### config.mk
export PLATFORM = sky130hd
export DESIGN_NAME = bus_fifo_slave
export DESIGN_NICKNAME = d
export VERILOG_FILES = /design/src/rtl/bus_fifo_slave_pkg.sv /design/src/rtl/bus_fifo_slave_fifo.sv /design/src/rtl/bus_fifo_slave.sv
export SDC_FILE = /design/constraint.sdc
export NUM_CORES = 1
export LEC_CHECK = 0
export BUFFER_PORTS_ARGS = -buffer_cell sky130_fd_sc_hd__buf_2
export CAP_MARGIN = 20
export CORE_MARGIN = 10
export CORE_UTILIZATION = 40
export CTS_CLUSTER_DIAMETER = 120
export CTS_CLUSTER_SIZE = 20
export DETAILED_ROUTE_END_ITERATION = 12
export GPL_TIMING_DRIVEN = 0
export SLEW_MARGIN = 10
export SYNTH_ARGS = -nofsm -noshare
export SYNTH_HDL_FRONTEND = slang
export SYNTH_SLANG_ARGS = --single-unit
### constraint.sdc
create_clock -name clk -period 9.3 [get_ports clk]
set_input_delay 1.86 -clock clk [delete_from_list [all_inputs] [get_ports clk]]
set_output_delay 1.86 -clock clk [all_outputs]
set_load 0.01 [all_outputs]
### src/rtl/bus_fifo_slave_pkg.sv
// Shared register map, bit positions and status packing for bus_fifo_slave.
// Imported by the top level and the testbench.
package bus_fifo_slave_pkg;

  localparam logic [1:0] REG_DATA = 2'd0;
  localparam logic [1:0] REG_STAT = 2'd1;
  localparam logic [1:0] REG_CTRL = 2'd2;
  localparam logic [1:0] REG_FLAG = 2'd3;

  localparam int STAT_RX_NEMPTY = 0;
  localparam int STAT_RX_FULL   = 1;
  localparam int STAT_TX_NFULL  = 2;
  localparam int STAT_TX_EMPTY  = 3;
  localparam int STAT_RX_OVF    = 4;
  localparam int STAT_TX_OVF    = 5;

  localparam int CTRL_RX_IE = 0;
  localparam int CTRL_TX_IE = 1;
  localparam int CTRL_FLUSH = 7;

  localparam int FLAG_RX_OVF = 0;
  localparam int FLAG_TX_OVF = 1;

  typedef struct packed {
    logic tx_ovf;
    logic rx_ovf;
  } flags_t;

  function automatic logic [7:0] pack_stat(input logic rx_nempty, input logic rx_full,
                                           input logic tx_nfull, input logic tx_empty,
                                           input flags_t flags);
    logic [7:0] s;
    s = '0;
    s[STAT_RX_NEMPTY] = rx_nempty;
    s[STAT_RX_FULL]   = rx_full;
    s[STAT_TX_NFULL]  = tx_nfull;
    s[STAT_TX_EMPTY]  = tx_empty;
    s[STAT_RX_OVF]    = flags.rx_ovf;
    s[STAT_TX_OVF]    = flags.tx_ovf;
    return s;
  endfunction

endpackage

### src/rtl/bus_fifo_slave_fifo.sv
// Synchronous first-word-fall-through FIFO with flush; storage is not reset.
// Push is refused when full (even with a same-cycle pop); pop is ignored when empty.
module sync_fifo #(
  parameter int WIDTH = 8,
  parameter int DEPTH = 8
) (
  input  logic                     clk,
  input  logic                     rst,
  input  logic                     push,
  input  logic [WIDTH-1:0]         din,
  input  logic                     pop,
  input  logic                     flush,
  output logic [WIDTH-1:0]         head,
  output logic                     full,
  output logic                     empty,
  output logic [$clog2(DEPTH):0]   count
);

  localparam int AW = $clog2(DEPTH);
  localparam int CW = AW + 1;

  logic [WIDTH-1:0] mem_q [DEPTH];
  logic [AW-1:0]    wr_ptr_q, wr_ptr_d;
  logic [AW-1:0]    rd_ptr_q, rd_ptr_d;
  logic [CW-1:0]    count_q, count_d;
  logic             push_ok, pop_ok;

  assign full    = (count_q == CW'(DEPTH));
  assign empty   = (count_q == '0);
  assign count   = count_q;
  assign head    = mem_q[rd_ptr_q];
  assign push_ok = push & ~full;
  assign pop_ok  = pop & ~empty;

  // Pointers are AW bits wide, so they wrap modulo DEPTH naturally.
  always_comb begin
    wr_ptr_d = wr_ptr_q;
    rd_ptr_d = rd_ptr_q;
    count_d  = count_q;
    if (flush) begin
      wr_ptr_d = '0;
      rd_ptr_d = '0;
      count_d  = '0;
    end else begin
      if (push_ok) wr_ptr_d = wr_ptr_q + AW'(1);
      if (pop_ok)  rd_ptr_d = rd_ptr_q + AW'(1);
      count_d = count_q + CW'(push_ok) - CW'(pop_ok);
    end
  end

  always_ff @(posedge clk) begin
    if (!rst) begin
      wr_ptr_q <= '0;
      rd_ptr_q <= '0;
      count_q  <= '0;
    end else begin
      wr_ptr_q <= wr_ptr_d;
      rd_ptr_q <= rd_ptr_d;
      count_q  <= count_d;
    end
  end

  always_ff @(posedge clk) begin
    if (push_ok) mem_q[wr_ptr_q] <= din;
  end

endmodule

### src/rtl/bus_fifo_slave.sv
// MiniRISC bus slave bridging CPU reads/writes to RX and TX byte FIFOs.
// Optional registered interrupt and CTRL enable bits under `BUS_FIFO_IRQ_EN.
module bus_fifo_slave
  import bus_fifo_slave_pkg::*;
#(
  parameter logic [7:0] BASEADDR = 8'hE0,
  parameter int         DEPTH    = 8
) (
  input  logic       clk,
  input  logic       rst,
  input  logic [7:0] s_mst2slv_addr,
  input  logic       s_mst2slv_wr,
  input  logic       s_mst2slv_rd,
  input  logic [7:0] s_mst2slv_data,
  output logic [7:0] s_slv2mst_data,
  input  logic       rx_valid,
  input  logic [7:0] rx_data,
  output logic       rx_ready,
  output logic       tx_valid,
  output logic [7:0] tx_data,
  input  logic       tx_ready,
  output logic       irq
);

  localparam int CW = $clog2(DEPTH) + 1;

  logic       sel, rd_acc, wr_acc;
  logic [1:0] reg_sel;
  logic       flush;
  logic       rx_push, rx_pop, rx_full, rx_empty;
  logic       tx_push, tx_pop, tx_full, tx_empty;
  logic [7:0] rx_head, tx_head;
  logic [CW-1:0] rx_count, tx_count;
  flags_t     flags_q, flags_d;
  logic [1:0] ctrl_ie;
  logic [7:0] rd_data;

  assign sel     = (s_mst2slv_addr[7:2] == BASEADDR[7:2]);
  assign reg_sel = s_mst2slv_addr[1:0];
  assign rd_acc  = sel & s_mst2slv_rd;
  assign wr_acc  = sel & s_mst2slv_wr;

  assign flush    = wr_acc & (reg_sel == REG_CTRL) & s_mst2slv_data[CTRL_FLUSH];
  assign rx_ready = rst & ~rx_full;
  assign rx_push  = rx_valid & rx_ready;
  assign rx_pop   = rd_acc & (reg_sel == REG_DATA);
  assign tx_push  = wr_acc & (reg_sel == REG_DATA);
  assign tx_valid = ~tx_empty;
  assign tx_pop   = tx_valid & tx_ready;
  assign tx_data  = tx_empty ? 8'h00 : tx_head;

  sync_fifo #(.WIDTH(8), .DEPTH(DEPTH)) u_rx_fifo (
    .clk   (clk),
    .rst   (rst),
    .push  (rx_push),
    .din   (rx_data),
    .pop   (rx_pop),
    .flush (flush),
    .head  (rx_head),
    .full  (rx_full),
    .empty (rx_empty),
    .count (rx_count)
  );

  sync_fifo #(.WIDTH(8), .DEPTH(DEPTH)) u_tx_fifo (
    .clk   (clk),
    .rst   (rst),
    .push  (tx_push),
    .din   (s_mst2slv_data),
    .pop   (tx_pop),
    .flush (flush),
    .head  (tx_head),
    .full  (tx_full),
    .empty (tx_empty),
    .count (tx_count)
  );

  // Sticky overflow flags; a same-cycle set beats the write-1-to-clear.
  always_comb begin
    flags_d = flags_q;
    if (wr_acc && reg_sel == REG_FLAG) begin
      if (s_mst2slv_data[FLAG_RX_OVF]) flags_d.rx_ovf = 1'b0;
      if (s_mst2slv_data[FLAG_TX_OVF]) flags_d.tx_ovf = 1'b0;
    end
    if (rx_valid && rx_full)  flags_d.rx_ovf = 1'b1;
    if (tx_push && tx_full)   flags_d.tx_ovf = 1'b1;
  end

  always_ff @(posedge clk) begin
    if (!rst) flags_q <= '0;
    else      flags_q <= flags_d;
  end

`ifdef BUS_FIFO_IRQ_EN
  logic [1:0] ctrl_q, ctrl_d;
  logic       irq_q, irq_d;

  always_comb begin
    ctrl_d = ctrl_q;
    if (wr_acc && reg_sel == REG_CTRL) ctrl_d = s_mst2slv_data[1:0];
    irq_d = (ctrl_q[CTRL_RX_IE] & ~rx_empty) | (ctrl_q[CTRL_TX_IE] & tx_empty)
          | flags_q.rx_ovf | flags_q.tx_ovf;
  end

  always_ff @(posedge clk) begin
    if (!rst) begin
      ctrl_q <= '0;
      irq_q  <= 1'b0;
    end else begin
      ctrl_q <= ctrl_d;
      irq_q  <= irq_d;
    end
  end

  assign ctrl_ie = ctrl_q;
  assign irq     = irq_q;
`else
  assign ctrl_ie = 2'b00;
  assign irq     = 1'b0;
`endif

  // Read data is zero unless this slave is addressed, so it can be OR-combined.
  always_comb begin
    rd_data = 8'h00;
    if (rd_acc) begin
      case (reg_sel)
        REG_DATA: rd_data = rx_empty ? 8'h00 : rx_head;
        REG_STAT: rd_data = pack_stat(~rx_empty, rx_full, ~tx_full, tx_empty, flags_q);
        REG_CTRL: rd_data = {6'd0, ctrl_ie};
        default:  rd_data = {6'd0, flags_q.tx_ovf, flags_q.rx_ovf};
      endcase
    end
  end

  assign s_slv2mst_data = rd_data;

  logic unused_bits;
  assign unused_bits = ^{s_mst2slv_data[6:2], rx_count, tx_count};

endmodule

== Yosys cells after proc, flatten, opt, wreduce, memory -nomap -nowiden ==
Memories as Yosys holds them, arrays and structs flattened. A register that Yosys moved wholly into a read port is not among the register bits.
Cells that the tools add are included.

* Memories kept: 2
* Flip-flop bits (word level): 22
* Bits in writable memories: 128
* Word-level logic and storage cells: 72

* Add/subtract/negate cells: 8
* Mux-type cells: 17
* Bitwise logic cells: 18
* Reduce and logical (&&, ||, !) cells: 13
* Eq/ne operators: 6

{| class="wikitable"
|+ Memory list
! name !! depth !! bits a word !! rd ports !! clocked after memory_dff !! write ports !! line !! RTL
|-
| u_rx_fifo.mem_q || 8 || 8 || 1 || 1 || 1 || bus_fifo_slave_fifo.sv:22 || <nowiki>logic [WIDTH-1:0] mem_q [DEPTH];</nowiki>
|-
| u_tx_fifo.mem_q || 8 || 8 || 1 || 1 || 1 || bus_fifo_slave_fifo.sv:22 ||
|}

{| class="wikitable"
|+ Operators by type and width
! operator !! number
|-
| 2-to-1 mux 8 bit || 3
|-
| case mux 8 bit (3 select lines) || 1
|-
| AND 1 bit || 13
|-
| adder 3 x 1 -> 3 bit (second input constant) || 4
|-
| 2-to-1 mux 3 bit || 4
|-
| adder 4 x 1 -> 4 bit || 2
|-
| == test 4 bit (second input constant) || 2
|-
| logical NOT 4 bit || 2
|-
| 2-to-1 mux 1 bit || 8
|-
| nonzero test 2 bit || 4
|-
| subtractor 4 x 1 -> 4 bit || 2
|-
| == test 6 bit (second input constant) || 1
|-
| NOT 1 bit || 5
|-
| == test 2 bit (second input constant) || 2
|-
| AND reduction 2 bit || 2
|-
| logical AND 1 bit || 3
|-
| == test 2 x 1 -> 1 bit (second input constant) || 1
|-
| logical NOT 2 bit || 1
|-
| 2-to-1 mux 2 bit || 1
|-
| OR reduction 2 bit || 1
|}

== Depth between registers and ports, before layout ==
* Word-level depth: 7
* Gate-level depth with buffers: 14
* Depth with buffers taken out: 12

== Cells and area by module ==
A second synthesis with hierarchy kept.

* Cells, all modules: 412
* Area total of the unflattened synthesis: 6721.4 um^2

{| class="wikitable"
|+ By module, submodules not included
! module !! area each (um^2) !! instances !! cells an instance
|-
| sync_fifo || 3164.3 || 2 || 175
|-
| bus_fifo_slave || 392.9 || 1 || 62
|}

== Least setup slack after synthesis ==
Ideal clock, no wire load.

* Path type: in2out
* From: input s_mst2slv_addr[3]
* To: output s_slv2mst_data[4]
* Setup slack: 3.958 ns
* Stages on the path: 5
* Data arrival time: 3.482 ns
* Buffers on the path: 2
* Cell sequence: or4b_4 buf_6 or4_1 buf_2 o21ai_0

* Longest elaborated chain between the ends: 3

{| class="wikitable"
|+ Ends and longest elaborated chain
! item !! line !! RTL
|-
| from (decl) || bus_fifo_slave.sv:11 || <nowiki>input logic [7:0] s_mst2slv_addr,</nowiki>
|-
| == test 6 bit || bus_fifo_slave.sv:38 || <nowiki>assign sel = (s_mst2slv_addr[7:2] == BASEADDR[7:2]);</nowiki>
|-
| AND 1 bit || bus_fifo_slave.sv:40 || <nowiki>assign rd_acc = sel & s_mst2slv_rd;</nowiki>
|-
| 2-to-1 mux 8 bit || bus_fifo_slave.sv:125 || <nowiki>if (rd_acc) begin</nowiki>
|-
| to (decl) || bus_fifo_slave.sv:15 || <nowiki>output logic [7:0] s_slv2mst_data,</nowiki>
|}

No other way between the ends.

== Worst setup path after layout ==
Same ends and word-level chain as after synthesis.

==> results.sh <==
export IMPL_hpwl_mm=8.70
export IMPL_ys_types=43
export IMPL_ys_ff_latch=156
export IMPL_rsz0062_at_grt="no"
export IMPL_fin_worst_skew_ns=0.00673
export IMPL_period_needed_ns=5.66
export IMPL_clockBufferDepth=2
export IMPL_clkTransAtPathRegs_ns=0.06
export IMPL_placed_area_mm2=0.00694
export IMPL_synth_area_leaders="edfxtp_1 (60%), mux4_2 (9.8%), dfxtp_1 (8.7%), mux2i_1 (3.3%), ha_1 (2.9%)"
export IMPL_power_frac_clock_pct=38.6
export IMPL_combinationalPowerShare_pct=17.4
export IMPL_dieHeight_um=147
export IMPL_fin_ws_ns=3.64
export IMPL_overflow=0
export IMPL_r2r_end="u_tx_fifo.count[2]$_SDFF_PP0_"
export IMPL_path_buf_inv=4
export IMPL_path_delay_family="simple AND/OR/NAND/NOR gates"
export IMPL_sw_frac_of_total_pct=24.3
export IMPL_dp_slack_ns=3.70
export IMPL_critPathLaunch="s_mst2slv_addr[3]"
export IMPL_gp_congestion=0.765
export IMPL_fmax_mhz=177
export IMPL_worstSetupStartpointType="input pin"
export IMPL_power_frac_seq_pct=44.0
export IMPL_wl_per_cell_um=18.6
export IMPL_slew_headroom_pct=33.5
export IMPL_drt_antenna_violating_nets=0
export IMPL_syn_inst=403
export IMPL_hold_class="flop to flop"
export IMPL_required_ns=7.44
export IMPL_cts_setup_buffers=0
export IMPL_path_max_fanout=10
export IMPL_vdd_ir_drop_max_mv=0.135
export IMPL_holdWs_ns=0.499
export IMPL_yosys_top_cells_count="edfxtp_1 (128), nor2_1 (47), dfxtp_1 (28), mux4_2 (28), mux2i_1 (21)"
export IMPL_drt_iter0_markers=160
export IMPL_power_leakage_nw=2.52
export IMPL_nNetsFinal=515
export IMPL_dp_cells=665
export IMPL_cp_num_cells=7
export IMPL_drc=0
export IMPL_area_growth_pct=17.3
export IMPL_numCtsBuffers=17
export IMPL_grt_max_degree=17
export IMPL_cts_tree="built"
export IMPL_max_stage_delay_ns=0.53
export IMPL_r2r_slack_ns=6.36
export IMPL_first_global_vias=3699
export IMPL_totalWireLength_mm=12.9
export IMPL_avgSynthCellArea_um2=15.9
export IMPL_cpMostUsedCell="buf_2"
export IMPL_hold_viol=0
export IMPL_final_util_pct=47.6
export IMPL_fin_crit_sh_pct=60.9
export IMPL_maxCapViolations=0
export IMPL_cts_hold_buf=0
export IMPL_htree_levels=4
export IMPL_fillers=1390
export IMPL_r2r_start="u_tx_fifo.count[2]$_SDFF_PP0_"
export IMPL_setup_viol=0
export IMPL_critPathCapture="s_slv2mst_data[4]"
export IMPL_worst_slew_pin_slew_ns=0.994
export IMPL_start_util_pct=40.6
export IMPL_synthFlopType="edfxtp_1"
export IMPL_antenna_found_initial=0
export IMPL_io_buffers=46
export IMPL_synth_warnings=0
export IMPL_yosysSeqAreaShare_pct=68.6
export IMPL_core_mm2=0.0158
export IMPL_die_area_mm2=0.0215
export IMPL_critPathKind="input pin to output port"
export IMPL_crit_path_end_kind="output port"
export IMPL_clkLatencyLatePin_ns=0.42
export IMPL_grt_pass1_wl_mm=20.5
export IMPL_synth_most_common_cell="edfxtp_1"
export IMPL_clock_root_buffer="clkbuf_16"
export IMPL_fin_cells=697
export IMPL_cts_resized_gates=0
export IMPL_netlist_area_mm2=0.00642
export IMPL_cts_sinks=156
export IMPL_vias=3456
export IMPL_avgViaCountPerCell=4.96
export IMPL_power_density_mw_per_mm2=240
export IMPL_yosysTopAreaCellShare_pct=59.8
export IMPL_intPower_mw=1.37
export IMPL_synth_top_cell_by_area="edfxtp_1"
export IMPL_design_area_mm2=0.00753
export IMPL_synth_edff_count=128
export IMPL_synth_fp_nets=450
export IMPL_r2r_cells=14
export IMPL_grt_usage_pct=12.6
export IMPL_synth_async_reset_ratio_pct=0
export IMPL_path_cells="buf_2, or4b_4, buf_6, or4_1, buf_2, o21ai_0, buf_2"
export IMPL_rows=46
export IMPL_fin_setup_tns_ns=0
export IMPL_switching_power_uw=438
export IMPL_cp_arrival_ns=3.80
export IMPL_cpMaxStageDelayCell="or4b_4"
export IMPL_first_pass_iters=4
export IMPL_layout_drive_gt1_share_pct=23.9
export IMPL_pin_count=49
export IMPL_diodes=0
export IMPL_outcome="finished, final reports clean"
export IMPL_die_width_um=147
export IMPL_power_mw=1.80
export IMPL_maxSlewViolCount=0
==> power by group through the flow <==
stage / combinational (mW) / clock (mW) / sequential, mW
after floorplan: 0.222 / 0 / 0.806
after global routing: 0.358 / 0.734 / 0.798
after global placement: 0.313 / 0 / 0.809
after detailed placement: 0.321 / 0 / 0.810
final: 0.313 / 0.697 / 0.795
after CTS: 0.323 / 0.711 / 0.795
==> final cells by class <==
cell class / instances / area, µm² / area share [%]
clock inverter: 11 / 149 / 1.98
sequential: 156 / 4400 / 58.5
clock buffer: 21 / 440 / 5.85
inverter: 16 / 60.1 / 0.797
buffer: 20 / 88.8 / 1.18
tap: 216 / 270 / 3.59
multi-input combinational: 211 / 1890 / 25.1
timing repair buffer: 46 / 230 / 3.06
==> worst register-to-register path: cells and delay by family (launching register included) <==
family / cells / cell delay, ns
xor gates and xnor gates: 1 / 0.15
and+or+nand+nor: 3 / 0.38
adders and majority gates: 4 / 0.95
buffers and inverters: 6 / 1.02
DFF: 1 / 0.29
==> metal layers <==
layer	GRT usage, %	up-vias	wire length [µm]
li1	-	1652	-
met1	15.0	1732	5760
met2	20.8	59	6570
met3	3.59	13	485
met4	5.41	0	127
met5	0	-	0
==> worst min-delay path by stage <==
stage | from | end | slack [ns] | depth (start not counted)
6_report | u_rx_fifo.wr_ptr_q[0]$_SDFFE_PP0P_ | u_rx_fifo.wr_ptr_q[0]$_SDFFE_PP0P_ | 0.50 | 2
4_1_cts | u_rx_fifo.wr_ptr_q[0]$_SDFFE_PP0P_ | u_rx_fifo.wr_ptr_q[0]$_SDFFE_PP0P_ | 0.50 | 2
3_3_place_gp | u_rx_fifo.rd_ptr_q[1]$_SDFFE_PP0P_ | u_rx_fifo.rd_ptr_q[1]$_SDFFE_PP0P_ | 0.47 | 2
5_1_grt | u_rx_fifo.wr_ptr_q[0]$_SDFFE_PP0P_ | u_rx_fifo.wr_ptr_q[0]$_SDFFE_PP0P_ | 0.54 | 2
3_5_place_dp | u_rx_fifo.wr_ptr_q[0]$_SDFFE_PP0P_ | u_rx_fifo.wr_ptr_q[0]$_SDFFE_PP0P_ | 0.49 | 2
2_1_floorplan | u_rx_fifo.rd_ptr_q[1]$_SDFFE_PP0P_ | flop | 0.46 | 2
==> logic make-up after synthesis <==
kind of cell             count (synthesis)  share of synthesized area (%)
other                                    1                         0.0584
AND/OR/NAND/NOR                        107                           8.04
XOR/XNOR                                10                           1.36
multiplexers                            51                           13.4
buffers and inverters                   36                           2.32
adder cells (fa/ha/maj)                 17                           3.55
flip-flops                             156                           68.6
AO/OA/AOI/OAI                           25                           2.67
==> flip-flops by register name, indices dropped and copies added, names as in the netlist, named ones only <==
name                flops
u_rx_fifo.count         4
u_tx_fifo.count         4
u_rx_fifo.rd_ptr_q      3
flags_q                 2
u_tx_fifo.wr_ptr_q      3
u_tx_fifo.mem_q        64
u_tx_fifo.rd_ptr_q      3
u_rx_fifo.mem_q        64
u_rx_fifo.wr_ptr_q      3
==> layout by cell type (no fill, tap or decap), types with 3 or more instances in the layout <==
cell	Yosys	layout
a21boi_0	3	3
a21oi_1	9	9
and3_1	3	3
buf_2	2	48
bufinv_16	0	4
clkbuf_1	15	19
clkbuf_16	0	17
clkinv_1	0	5
dfxtp_1	28	28
edfxtp_1	128	128
ha_1	15	15
inv_1	16	16
mux2i_1	21	21
mux4_2	28	28
nand2_1	16	16
nand2b_1	9	9
nand3_1	10	10
nand4_1	3	3
nor2_1	47	47
nor3_2	0	4
o2111ai_1	3	3
o21ai_0	3	3
xnor2_1	5	5
xor2_1	5	5
No activity file was read; power rests on OpenSTA's default activity.
